`config.mk`:
```
export PLATFORM = sky130hd
export DESIGN_NAME = arithmetic_logic_unit
export DESIGN_NICKNAME = d
export VERILOG_FILES = /design/src/rtl/arithmetic_logic_unit.sv
export SDC_FILE = /design/constraint.sdc
export NUM_CORES = 1
export LEC_CHECK = 0
export CAP_MARGIN = 20
export CELL_PAD_IN_SITES_DETAIL_PLACEMENT = 0
export CELL_PAD_IN_SITES_GLOBAL_PLACEMENT = 2
export CORE_ASPECT_RATIO = 0.75
export CORE_MARGIN = 1
export CORE_UTILIZATION = 37
export CTS_CLUSTER_DIAMETER = 80
export DETAILED_ROUTE_END_ITERATION = 7
export DONT_BUFFER_PORTS = 1
export PLACE_DENSITY_LB_ADDON = 0.1
export SYNTH_ARGS = -nofsm -noshare
export SYNTH_HDL_FRONTEND = slang
export SYNTH_SLANG_ARGS = --single-unit
```
`constraint.sdc`:
```
create_clock -name clk -period 4.3 [get_ports clk]
set_clock_uncertainty 0.15 [all_clocks]
set_input_delay 0.86 -clock clk [delete_from_list [all_inputs] [get_ports clk]]
set_output_delay 0.86 -clock clk [all_outputs]
set_load 0.01 [all_outputs]
```
`src/rtl/arithmetic_logic_unit.sv`:
```
// 8-bit registered ALU: decodes inst[7:4] every rising edge and registers the
// result byte and a Z/C/N/V flag byte. Single stage, one op per cycle.
module arithmetic_logic_unit (
  input  logic       clk,
  input  logic       rst_n,
  input  logic [7:0] ra,
  input  logic [7:0] rb,
  input  logic [7:0] inst,
  output logic [7:0] rd,
  output logic [7:0] flags
);

  localparam logic [3:0] OP_NOP  = 4'h0;
  localparam logic [3:0] OP_MOVA = 4'h1;
  localparam logic [3:0] OP_MOVB = 4'h2;
  localparam logic [3:0] OP_NOT  = 4'h3;
  localparam logic [3:0] OP_AND  = 4'h4;
  localparam logic [3:0] OP_OR   = 4'h5;
  localparam logic [3:0] OP_XOR  = 4'h6;
  localparam logic [3:0] OP_CMP  = 4'h7;
  localparam logic [3:0] OP_INC  = 4'h8;
  localparam logic [3:0] OP_DEC  = 4'h9;
  localparam logic [3:0] OP_ADD  = 4'hA;
  localparam logic [3:0] OP_SUB  = 4'hB;
  localparam logic [3:0] OP_ADC  = 4'hC;
  localparam logic [3:0] OP_SBB  = 4'hD;
  localparam logic [3:0] OP_SHL  = 4'hE;
  localparam logic [3:0] OP_SHR  = 4'hF;

  logic [7:0] rd_q, rd_d;
  logic [7:0] flags_q, flags_d;

  logic [3:0] op;
  logic [7:0] add_b, sub_b;
  logic       add_cin, sub_bin;
  logic [8:0] add_sum, sub_diff;
  logic       add_v, sub_v;
  logic [7:0] res;
  logic       c_flag, v_flag;

  always_comb begin
    op       = inst[7:4];
    // INC/DEC reuse the adder/subtractor with a constant +1 operand.
    add_b    = (op == OP_INC) ? 8'h01 : rb;
    add_cin  = (op == OP_ADC) ? flags_q[1] : 1'b0;
    add_sum  = {1'b0, ra} + {1'b0, add_b} + {8'h00, add_cin};
    add_v    = (ra[7] == add_b[7]) && (add_sum[7] != ra[7]);
    sub_b    = (op == OP_DEC) ? 8'h01 : rb;
    sub_bin  = (op == OP_SBB) ? flags_q[1] : 1'b0;
    // Bit 8 of the 9-bit difference is the borrow out.
    sub_diff = {1'b0, ra} - {1'b0, sub_b} - {8'h00, sub_bin};
    sub_v    = (ra[7] != sub_b[7]) && (sub_diff[7] != ra[7]);

    res    = 8'h00;
    c_flag = 1'b0;
    v_flag = 1'b0;
    case (op)
      OP_MOVA: res = ra;
      OP_MOVB: res = rb;
      OP_NOT:  res = ~ra;
      OP_AND:  res = ra & rb;
      OP_OR:   res = ra | rb;
      OP_XOR:  res = ra ^ rb;
      OP_INC, OP_ADD, OP_ADC: begin
        res    = add_sum[7:0];
        c_flag = add_sum[8];
        v_flag = add_v;
      end
      OP_CMP, OP_DEC, OP_SUB, OP_SBB: begin
        res    = sub_diff[7:0];
        c_flag = sub_diff[8];
        v_flag = sub_v;
      end
      OP_SHL: begin
        res    = {ra[6:0], 1'b0};
        c_flag = ra[7];
      end
      OP_SHR: begin
        res    = {1'b0, ra[7:1]};
        c_flag = ra[0];
      end
      default: res = 8'h00;
    endcase

    rd_d    = res;
    flags_d = {4'h0, v_flag, res[7], c_flag, (res == 8'h00)};
    if (op == OP_NOP) begin
      rd_d    = rd_q;
      flags_d = flags_q;
    end else if (op == OP_CMP) begin
      rd_d    = rd_q;
    end
  end

  always_ff @(posedge clk) begin
    if (!rst_n) begin
      rd_q    <= 8'h00;
      flags_q <= 8'h00;
    end else begin
      rd_q    <= rd_d;
      flags_q <= flags_d;
    end
  end

  assign rd    = rd_q;
  assign flags = flags_q;

endmodule

```
==> out/results.txt, run 1 <==
The detailed placement HPWL is 6.20 mm. The via count of the first global-routing pass is 2229, and the via count normalized by instance count is 5.90. The launch instance of the worst min-delay path was flags[2]. Setup repair after global routing left no endpoint under its margin. The warning count from the yosys run is 0, and the total of endpoints with negative setup slack in the final report is 0. At the pin with the least slew margin, the transition time is 0.750 ns. The number of top-level design ports is 42, and the TritonCTS buffer count is 3. The die covers 0.00718 mm^2. The number of hold violations in the final report was 0; the number of max-cap violations was 0. The worst path uses 84.8% of the clock period. For the number of H-tree branching levels, the log shows 1. At the end of routability-driven placement, the weighted congestion stood at 0.786. The ratio of total power to cell area was 204 mW/mm^2; the wire length of the first global-routing pass was 12.6 mm. Counting distinct cell types in the post-synthesis netlist gives 68. The starting DRC count in detailed routing is 161, and the final worst-path setup slack is 0.653 ns. Dividing the detail-routed wire length by the instance count gives 19.4 um. The routed wire length came out at 7.95 mm. The post-synthesis async set-or-reset flop share is 0%. The most common cell after layout, fill and taps aside is sky130_fd_sc_hd__ha_1.

For the largest vdd supply drop, the log shows 0.000119 V. The average instance in the mapped netlist occupies 7.51 um^2. The synthesized design contains 12 register bits. The final sum of negative setup slack was 0 ns; the minimum clock period after layout was 3.65 ns. The global-route total usage across every layer is 22.8%, and the clock transition at the register clock pins on the worst setup and hold paths after CTS is 0.05 ns. In this run the standard cell core region covers 0.00644 mm^2.

The maximum cell stage delay along the critical path was 0.47 ns; the total congestion overflow after global routing was 0. The die extent in x was 97.5 um; the floorplan row count was 25. The most used flip-flop cell after synthesis is sky130_fd_sc_hd__dfxtp_1. The number of hold buffers added after CTS was 0.

The type of the worst setup path is input port to flip-flop. After clock tree synthesis, the setup repair step added 0 buffers. The run finished with clean final reports. The maximum fanout count along the critical path is 39.

The beginning of the critical path was inst[5]. From bottom edge to top edge, the die measures 73.6 um. In this run the critical register-to-register path is launched from flags[1]. In the layout the commonest cells are sky130_fd_sc_hd__ha_1 (37), sky130_fd_sc_hd__inv_1 (32), sky130_fd_sc_hd__nor2_1 (32).

Before CTS, the worst setup slack after placement is 0.427 ns. The tools report the arrival time at the worst endpoint as 3.67 ns. The count of nets left with antenna violations once routing finished came out at 0. Across all layers, the routed design uses 2420 vias. Summed over all cells, the static leakage comes to 1.18 nW.

The number of remaining DRC errors was 0; the count of instances resized after the clock tree is built was 0. The pre-antenna-repair detailed-routing pass consisted of 4 iterations. The slowest stage of the critical path belongs to the cell sky130_fd_sc_hd__a2111oi_2. Traced cell by cell, the critical path runs through nand2b_1, o21ai_0, fa_1, inv_1, fa_1, nand2b_1, a2111oi_0, a21oi_1, xor2_1, a2111oi_2, nand3_1, o21ai_1. The initial utilization of the core area, before any placement, comes to 39.3%.

The run gives 0.00253 mm^2 as the netlist area before placement. The worst setup path is launched from an input port. At the worst endpoint, the required time is 4.32 ns. The max-slew violation total from the final report was 0; the highest clock frequency the design can meet was 274 MHz. The run gives 0 as the initial antenna violation count. Buffers placed on the I/O ports in this run total 0. The insertion delay to the later sink of the worst-skew pair came out at 0.24 ns. The worst setup path is captured at a flip-flop. The count of cells in the finished layout, fillers not included, comes to 410. TritonCTS built the clock tree.

Entering global routing, the biggest net connects 40 pins. The number of antenna diodes in the final layout is 0. The TritonCTS sink count is 12, and the sequential cell area fraction in the yosys report is 9.50%.

The min-delay analysis places its worst path in the category flip-flop to flip-flop. The relative slew slack was 49.5%; the number of placed instances with taps included was 407. Synthesis handed over a netlist of 337 instances. After the last flow step, the layout net total stands at 398. The area overhead of the layout relative to synthesis works out to 3.46%. Counting along the longest clock path gives a buffer depth of 2. The post-route netlist has 7.90% of its cells at a drive strength greater than 1. The root cell of the clock tree is sky130_fd_sc_hd__clkbuf_8. The number of enable-type register cells in the synthesized netlist is 0.
synth_stat cells (all sizes together), types with 3 or more instances:
cell type | count | area [um^2]
ha | 37 | 463
inv | 32 | 120
nor2 | 32 | 120
nand2 | 25 | 93.8
buf | 19 | 115
o21ai | 18 | 90.1
a21oi | 16 | 80.1
dfxtp | 12 | 240
xnor2 | 9 | 78.8
nand2b | 8 | 50.1
nor3 | 8 | 45.0
nand3 | 6 | 30.0
o211a | 6 | 60.1
o32ai | 6 | 52.6
a211oi | 5 | 37.5
a21o | 5 | 37.5
xor2 | 5 | 43.8
a22oi | 4 | 30.0
a31oi | 4 | 25.0
fa | 4 | 80.1
nand3b | 4 | 30.0
nor2b | 4 | 25.0
nor3b | 4 | 35.0
o21a | 4 | 30.0
a2111oi | 3 | 38.8
and3 | 3 | 20.0
clkbuf | 3 | 11.3
mux2i | 3 | 30.0
nand4 | 3 | 18.8
o221ai | 3 | 26.3
o22ai | 3 | 18.8
or2 | 3 | 18.8
routing by layer:
metal / share of wire, % / up-vias / global-route usage, % / wire [um]
met4: 0 / 0 / 1.31 / 0
met1: 52 / 1163 / 35.3 / 4100
li1: - / 1205 / - / -
met5: 0 / - / 0 / 0
met3: 5.3 / 0 / 3.04 / 419
met2: 43 / 52 / 34.8 / 3420
critical path, delay by kind of cell:
| kind | cells | cell delay, ns |
|---|---|---|
| AOI/OAI and AO/OA | 5 | 1.45 |
| xor gates and xnor gates | 1 | 0.19 |
| adders and majority gates | 2 | 0.61 |
| buffers and inverters | 1 | 0.06 |
| and+or+nand+nor | 3 | 0.51 |
kinds of logic (layout without fill, tap and decap cells):
logic type / Yosys count / count (layout) / synth area share (%)
xor gates and xnor gates: 14 / 14 / 4.85
adders and majority gates: 41 / 41 / 21.5
buffers and inverters: 54 / 43 / 9.74
AOI/OAI and AO/OA: 98 / 98 / 29.3
DFF: 12 / 12 / 9.50
muxes: 4 / 4 / 1.63
other: 1 / 4 / 0.148
and+or+nand+nor: 113 / 113 / 23.4
power breakdown:
part / internal [mW] / total (mW) / switching [mW]
Clock: 0.0617 / 0.102 / 0.0408
Sequential: 0.124 / 0.138 / 0.0138
Combinational: 0.133 / 0.294 / 0.161
Total: 0.319 / 0.535 / 0.216
stage by stage:
| stage | power [mW] | area [um^2] | hold WS (ns) | utilization [%] |
|---|---|---|---|---|
| 5_1_grt | 0.581 | 2620 | 0.377 | 40.6 |
| 2_1_floorplan | 0.381 | 2540 | 0.329 | - |
| 4_1_cts | 0.537 | 2620 | 0.359 | 40.6 |
| 6_report | 0.535 | 2620 | 0.353 | 40.6 |
| 3_3_place_gp | 0.433 | 2580 | 0.345 | 40.0 |
| 3_5_place_dp | 0.433 | 2580 | 0.352 | 40.0 |
sequential cells by signal, summed over array words and instances, names as in the netlist:
name / count
flags: 4
rd: 8
area by class of cell:
| class | count | area (um^2) |
|---|---|---|
| Sequential cell | 12 | 240 |
| Multi-Input combinational cell | 274 | 2050 |
| Timing Repair Buffer | 8 | 60.1 |
| Inverter | 32 | 120 |
| Fill cell | 703 | 3830 |
| Clock buffer | 3 | 41.3 |
| Tap cell | 81 | 101 |
final timing paths:
kind / end / slack (ns) / cells past startpoint
worst max-delay path: flags[0] / 0.65 / 12
worst min-delay path: flags[2] / 0.35 / 2
worst min register to register: flags[2] / 0.35 / 2
worst max register to register: flags[0] / 1.00 / 12
Power figures use the tool's default switching activity.
==> run 2, diff against run 1 <==
Settings changed: CORE_UTILIZATION 37 to 34.
Clock period 4.3 ns to 3.3 ns, I/O delays scaled along.
==> run 2 against run 1 <==
Global-route usage down 0.63 points. Highest routed layer unchanged. Power grew 43%. Clock-buffer cell count stayed put. Critical path type unchanged. Die area rose by 8.6%. Sequential cell count did not move.
==> out/results.txt, run 2 (same netlist as run 1, synthesis figures left out) <==
The number of buffer and inverter instances along the worst setup path was 0 (-1). TritonCTS built the clock tree. The final critical path takes up 96.3% of the cycle. The run gives 0.000174 V (+46%) as the largest vdd supply drop. Setup repair after global routing left no endpoint under its margin. The endpoint required time on the critical path is 3.32 ns (-1.00 ns), and the area of the core region is 0.00699 mm^2 (+8.5%).

The pin count of the biggest net entering global routing was 40 (unchanged); the ratio of total power to cell area was 261 mW/mm^2 (+28%). The leakage power summed over all cells is 1.30 nW (+10%), and the die extent in x is 102 um (+4.2%). For the fill cell total of the finished layout, the log shows 758 (+7.8%). The run gives 315 MHz as the highest clock frequency the design can meet. The run gives 0 (unchanged) as the number of remaining DRC errors.

Number of iterations in the first detailed-routing pass: 4 (unchanged). Total chip power: 0.765 mW (+43%). The starting DRC count in detailed routing is 160 (-0.62%), and the hold-fix buffer count after cts is 0 (unchanged). The tree is rooted in a sky130_fd_sc_hd__clkbuf_8.

The final sum of negative setup slack is 0 ns (unchanged), and the number of buffers inserted by port buffering is 0 (unchanged). Leaving out fill and tap cells, the most frequent cells in the layout are sky130_fd_sc_hd__ha_1 (33), sky130_fd_sc_hd__inv_1 (30), sky130_fd_sc_hd__nor2_1 (30). The most common cell after layout, fill and taps aside is sky130_fd_sc_hd__ha_1. The detailed placement HPWL is 6.65 mm (+7.2%). The global-route total usage across every layer was 22.2% (-0.63 points); the total of endpoints with negative setup slack in the final report was 0 (unchanged). Number of top-level design ports: 42 (unchanged). For the area of placed instances, the log shows 0.00285 mm^2 (+11%).

The minimum clock period after layout was 3.18 ns; the maximum fanout count along the critical path was 35 (-10%). The run gives 0.346 ns (-0.00706 ns) as the worst hold slack. The final net count came out at 417 (+4.8%). The post-route core utilization was 41.8% (+1.2 points); the ratio of cells with drive above 1 in the final layout was 19.5% (+12 points). The tools report the cell area after layout as 0.00293 mm^2 (+12%). The tools report the start of the worst register-to-register path as flags[1]. The initial antenna violation count is 0 (unchanged).

The depth of the worst register-to-register path came out at 13 (+1). In this design, the largest share of critical-path delay is due to simple AND/OR/NAND/NOR gates. For the worst slack at placement, the log shows -0.160 ns (-0.587 ns).

The TritonCTS sink count came out at 12 (unchanged). The floorplan row count was 26 (+4.0%). The path category of the worst min-delay check was flip-flop to flip-flop. The insertion delay to the later sink of the worst-skew pair came out at 0.24 ns (about the same). The endpoint identified for the worst register-to-register timing path is flags[0]. For the relative slew slack, the log shows 62.7% (+13 points). The number of hold violations in the final report was 0 (unchanged). The launch instance of the worst min-delay path is flags[2]. The logs give 446 (+8.8%) for the final cell count without fillers and 2501 (+3.3%) for the number of vias after detailed routing. The total die area came out at 0.00779 mm^2 (+8.6%). Reg-to-reg setup timing slack: 0.30 ns (-0.70 ns). The run gives 13.1 mm (+4.4%) as the wire length of the first global-routing pass.

The logs give 3.20 ns (-0.47 ns) for the arrival time at the worst endpoint and 0 (unchanged) for the antenna diode count. Type of the worst setup path: input port to flip-flop. The routed wire length is 8.38 mm (+5.4%), and the area overhead of the layout relative to synthesis is 15.7%. Library cell appearing most often on the critical path: sky130_fd_sc_hd__fa_2.

The tools report the number of H-tree branching levels as 1 (unchanged). The startpoint type of the worst setup path is an input port. The beginning of the critical path is inst[6]. The TritonCTS buffer count came out at 3 (unchanged).

The effective utilization at floorplan is 36.2% (-3.1 points), and the number of flip-flops in the largest register is 8 (unchanged). The average wire per standard cell came out at 18.8 um (-3.1%). For the number of max-cap violations, the log shows 0 (unchanged). The height of the die was 76.7 um (+4.2%); the clock transition at the register clock pins on the worst setup and hold paths after CTS was 0.05 ns (about the same).

For the max-slew violation total from the final report, the log shows 0 (unchanged). For the placer's final routability congestion estimate, the log shows 0.807 (+2.8%). For hold timing, the worst endpoint is flags[2]. The final worst-path setup slack came out at 0.122 ns (-0.530 ns). For the clock tree buffer depth, the log shows 2 (unchanged). The maximum cell stage delay along the critical path was 0.42 ns (-0.05 ns); the via count of the first global-routing pass was 2344 (+5.2%).

The number of stages on the worst hold path is 2 (unchanged), and the via count normalized by instance count is 5.61 (-5.0%). The number of nets still failing antenna checks after routing came out at 0 (unchanged). The number of placed instances with taps included was 442 (+8.6%). Total congestion overflow after global routing: 0 (unchanged). The cell with the biggest individual delay on the critical path is sky130_fd_sc_hd__fa_2. The signal on the critical path passes through nand2b_4, nor3_4, or2_4, fa_2, fa_2, xor2_1, a222oi_1, o311a_1, and4b_1, nand4b_1, o21ai_1. The run finished with clean final reports.

The pin slew with the least headroom to its limit is 0.554 ns (-0.196 ns). The tools report the type of element capturing the critical path as a flip-flop.
[run 2: how the worst max path moves through the flow]
stage | endpoint | cells past startpoint
floorplan | flags[0] | 16
global placement | flags[0] | 13
detailed placement | flags[0] | 13
CTS | flags[0] | 13
global route | flags[0] | 13
finish | flags[0] | 11
[run 2: power by group]
| part | internal, mW | total (mW) | leakage (nW) | switching (mW) |
|---|---|---|---|---|
| Clock | 0.0801 | 0.130 | 0.0216 | 0.0496 |
| Sequential | 0.162 | 0.179 | 0.0991 | 0.0171 |
| Combinational | 0.224 | 0.456 | 1.18 | 0.233 |
[run 2: cell type report]
class | count | area (um^2) | share of cell area [%]
flip-flops and latches | 12 | 240 | 8.21
well taps | 98 | 123 | 4.19
inverters | 32 | 120 | 4.10
repair buffers | 27 | 203 | 6.93
clock buffers | 3 | 41.3 | 1.41
multi-input cells | 274 | 2200 | 75.2
[run 2: repair_timing]
item                                    4_1_cts  5_1_grt
endpoints found under the setup margin        0        1
buffers inserted                              0        1
resized for setup                             0        4
[run 2: worst register-to-register path: stages, from the launching register on]
cell and delay (ns):
sky130_fd_sc_hd__dfxtp_1 0.34, sky130_fd_sc_hd__nand3b_1 0.12, sky130_fd_sc_hd__nor2_2 0.18, sky130_fd_sc_hd__fa_2 0.22, sky130_fd_sc_hd__inv_2 0.05, sky130_fd_sc_hd__fa_2 0.39
sky130_fd_sc_hd__nand2b_4 0.17, sky130_fd_sc_hd__a2111oi_4 0.32, sky130_fd_sc_hd__a21oi_2 0.09, sky130_fd_sc_hd__xor2_1 0.18, sky130_fd_sc_hd__a2111oi_2 0.34, sky130_fd_sc_hd__buf_4 0.18
sky130_fd_sc_hd__nand3_1 0.07, sky130_fd_sc_hd__o21ai_1 0.14
[run 2: routing by layer]
layer	track usage, %	part of all wire, %
met4	1.45	0
met2	31.7	42
met5	0	0
met1	35.7	49
met3	3.10	8.8
==> run 3, diff against run 2 <==
Clock period 3.3 ns to 2.9 ns, I/O delays scaled along.
==> run 3 against run 2 <==
The run now ends with setup timing left. Highest routed layer is now met4. Sequential cell count stayed put. Cell count up 8.5%. Final area is 16% higher. Clock-buffer cell count did not move. Combinational power increased by 45%. Critical endpoint unchanged.
==> out/results.txt, run 3 (same netlist as run 1, synthesis figures left out) <==
The tools report the cell area after layout as 0.00338 mm^2 (+16%). The run gives 0 (unchanged) as the number of nets still failing antenna checks after routing. Path category of the worst min-delay check: input port to flip-flop. Largest vdd supply drop: 0.000180 V (+3.3%). The tools report the final net count as 455 (+9.1%). Setup repair after global routing could not meet its margin everywhere. The run gives 1.03 mW (+34%) as the total chip power.

The number of stages on the worst hold path is 1 (-1). The worst setup path is of the input port to flip-flop kind. The die extent in x is 102 um (unchanged), and the number of hold violations in the final report is 0 (unchanged). The ratio of total power to cell area came out at 303 mW/mm^2 (+16%). The ratio of cells with drive above 1 in the final layout is 32.6% (+13 points), and the clock tree buffer depth is 2 (unchanged).

The run gives 0.846 (+4.7%) as the placer's final routability congestion estimate. The logs give 15.9% (-1.1 points) for the clock network power share and 3 (unchanged) for the TritonCTS buffer count. The tools report the worst hold slack as 0.301 ns (-0.0454 ns). The detailed placement HPWL is 6.93 mm (+4.3%).

For the insertion delay to the later sink of the worst-skew pair, the log shows 0.25 ns (about the same). The hold-fix buffer count after cts was 0 (unchanged). The effective utilization at floorplan is 36.2% (unchanged), and the area overhead of the layout relative to synthesis is 33.8%. For this run, the top clock speed supported by timing is 317 MHz. The tools report the total die area as 0.00779 mm^2 (unchanged). The final worst-path setup slack was -0.251 ns (-0.373 ns). The run gives 2615 (+4.6%) as the number of vias after detailed routing. For the max-slew violation total from the final report, the log shows 0 (unchanged). The number of buffers inserted by port buffering works out to 0 (unchanged).

The total congestion overflow after global routing was 0 (unchanged). The final reports fail on setup timing. The arrival time at the worst endpoint was 3.18 ns (-0.02 ns); the design internal power was 0.620 mW (+33%). The maximum fanout count along the critical path is 35 (unchanged), and the via count of the first global-routing pass is 2461 (+5.0%).

STA classifies the critical path startpoint as an input port. The pin slew with the least headroom to its limit works out to 0.625 ns (+0.0710 ns). The area of placed instances came out at 0.00306 mm^2 (+7.2%).

Leaving out fill and tap cells, the most frequent cell in the layout is sky130_fd_sc_hd__buf_4. The starting DRC count in detailed routing was 151 (-5.6%); the global-route total usage across every layer was 23.1% (+0.89 points). The area of the core region came out at 0.00699 mm^2 (unchanged). The run finished, with violations left.

The run gives 64.2% (+4.5 points) as the logic gate share of total power. Floorplan row count: 26 (unchanged). Average wire per standard cell: 18.7 um (-0.67%). The run gives 40 (unchanged) as the pin count of the biggest net entering global routing. The number of flip-flops in the largest register was 8 (unchanged); the worst slack at placement was -0.444 ns (-0.284 ns). The number of iterations in the first detailed-routing pass was 4 (unchanged); the depth of the worst register-to-register path was 13 (unchanged). TritonCTS built the clock tree. The number of remaining DRC errors was 0 (unchanged).

The worst path uses 109% of the clock period. The via count normalized by instance count is 5.40 (-3.7%). The top cell types in the final layout, fill and taps aside, are sky130_fd_sc_hd__buf_4 (59), sky130_fd_sc_hd__ha_1 (33), sky130_fd_sc_hd__inv_1 (28). The switching component of the power was 0.407 mW (+36%). The tree is rooted in a sky130_fd_sc_hd__clkbuf_8. The logs give 7 (+7) for the total of endpoints with negative setup slack in the final report and 1 (unchanged) for the number of H-tree branching levels.

In this run the most critical hold path is launched from rst_n. The height of the die was 76.7 um (unchanged). The critical path starts at inst[6]. For the initial antenna violation count, the log shows 0 (unchanged).

STA classifies the critical path endpoint as a flip-flop. The number of top-level design ports was 42 (unchanged); the sequential power share was 19.9% (-3.5 points). The leakage power summed over all cells is 1.52 nW (+17%), and the endpoint required time on the critical path is 2.93 ns (-0.39 ns). The run gives 12 (unchanged) as the TritonCTS sink count.

The antenna diode count came out at 0 (unchanged). Fraction of power spent switching nets: 39.6% (+0.51 points). The run gives 9.03 mm (+7.8%) as the routed wire length. The startpoint identified for the worst register-to-register timing path is flags[1].

After layout, the minimum clock period comes to 3.15 ns. The tools report the wire length of the first global-routing pass as 13.6 mm (+3.5%). The clock transition at the register clock pins on the worst setup and hold paths after CTS is 0.06 ns (about the same). The relative slew slack was 58.0% (-4.8 points).

Number of max-cap violations: 0 (unchanged).
## run 3: cell types whose count changed in the layout (fill, tap and decap cells not counted), moves of 3 or more
cell                      before  now
sky130_fd_sc_hd__a21oi_2       3    6
sky130_fd_sc_hd__a21oi_1      13    9
sky130_fd_sc_hd__nor2_1       30   26
sky130_fd_sc_hd__buf_6         0    4
sky130_fd_sc_hd__nor2_2        1    5
sky130_fd_sc_hd__buf_4        27   59
## run 3: layer usage
| metal | wire (um) | GRT usage (%) |
|---|---|---|
| met5 | 0 | 0 |
| met3 | 533 | 2.73 |
| met1 | 4480 | 34.9 |
| met4 | 78 | 2.32 |
| met2 | 3940 | 35.6 |
## run 3: area by class of cell
cell class,count,area [um^2]
tap,98,123
multi-input combinational,274,2330
fill,735,3610
clock buffer,3,41.3
timing repair buffer,65,528
inverter,32,120
sequential,12,240
## run 3: worst paths after layout
check | to | slack (ns)
setup / recovery | flags[0] | -0.25
hold reg to reg | flags[0] | 0.36
hold / removal | flags[1] | 0.30
setup reg to reg | flags[0] | -0.20
## run 3: what timing repair did
item,CTS,global route
buffers inserted,5,10
setup endpoints to repair,8,10
gates resized for setup,10,25
pin swaps,8,33
hold endpoints to repair,0,0
## run 3: critical path, stage by stage
cell	delay, ns
sky130_fd_sc_hd__nand2b_4	0.13
sky130_fd_sc_hd__nor3_4	0.05
sky130_fd_sc_hd__or2_4	0.23
sky130_fd_sc_hd__fa_2	0.38
sky130_fd_sc_hd__fa_2	0.46
sky130_fd_sc_hd__buf_6	0.14
sky130_fd_sc_hd__xor2_1	0.13
sky130_fd_sc_hd__a222oi_1	0.31
sky130_fd_sc_hd__o311a_1	0.27
sky130_fd_sc_hd__and4b_1	0.24
sky130_fd_sc_hd__nand4b_1	0.12
sky130_fd_sc_hd__o21ai_1	0.14
## run 3: power groups by stage
stage / Sequential [mW] / Combinational, mW / Clock (mW)
floorplan: 0.205 / 0.410 / 0
global placement: 0.207 / 0.553 / 0
detailed placement: 0.208 / 0.557 / 0
CTS: 0.204 / 0.597 / 0.154
global route: 0.205 / 0.720 / 0.167
finish: 0.204 / 0.659 / 0.163
## run 3: stage by stage
stage,setup TNS [ns],std cells,utilization [%]
after floorplan,-3.40,340,-
after global placement,-3.00,467,43.7
after detailed placement,-3.37,467,43.7
after CTS,-0.514,475,45.7
after global routing,-1.73,484,48.4
final,-1.10,484,48.4
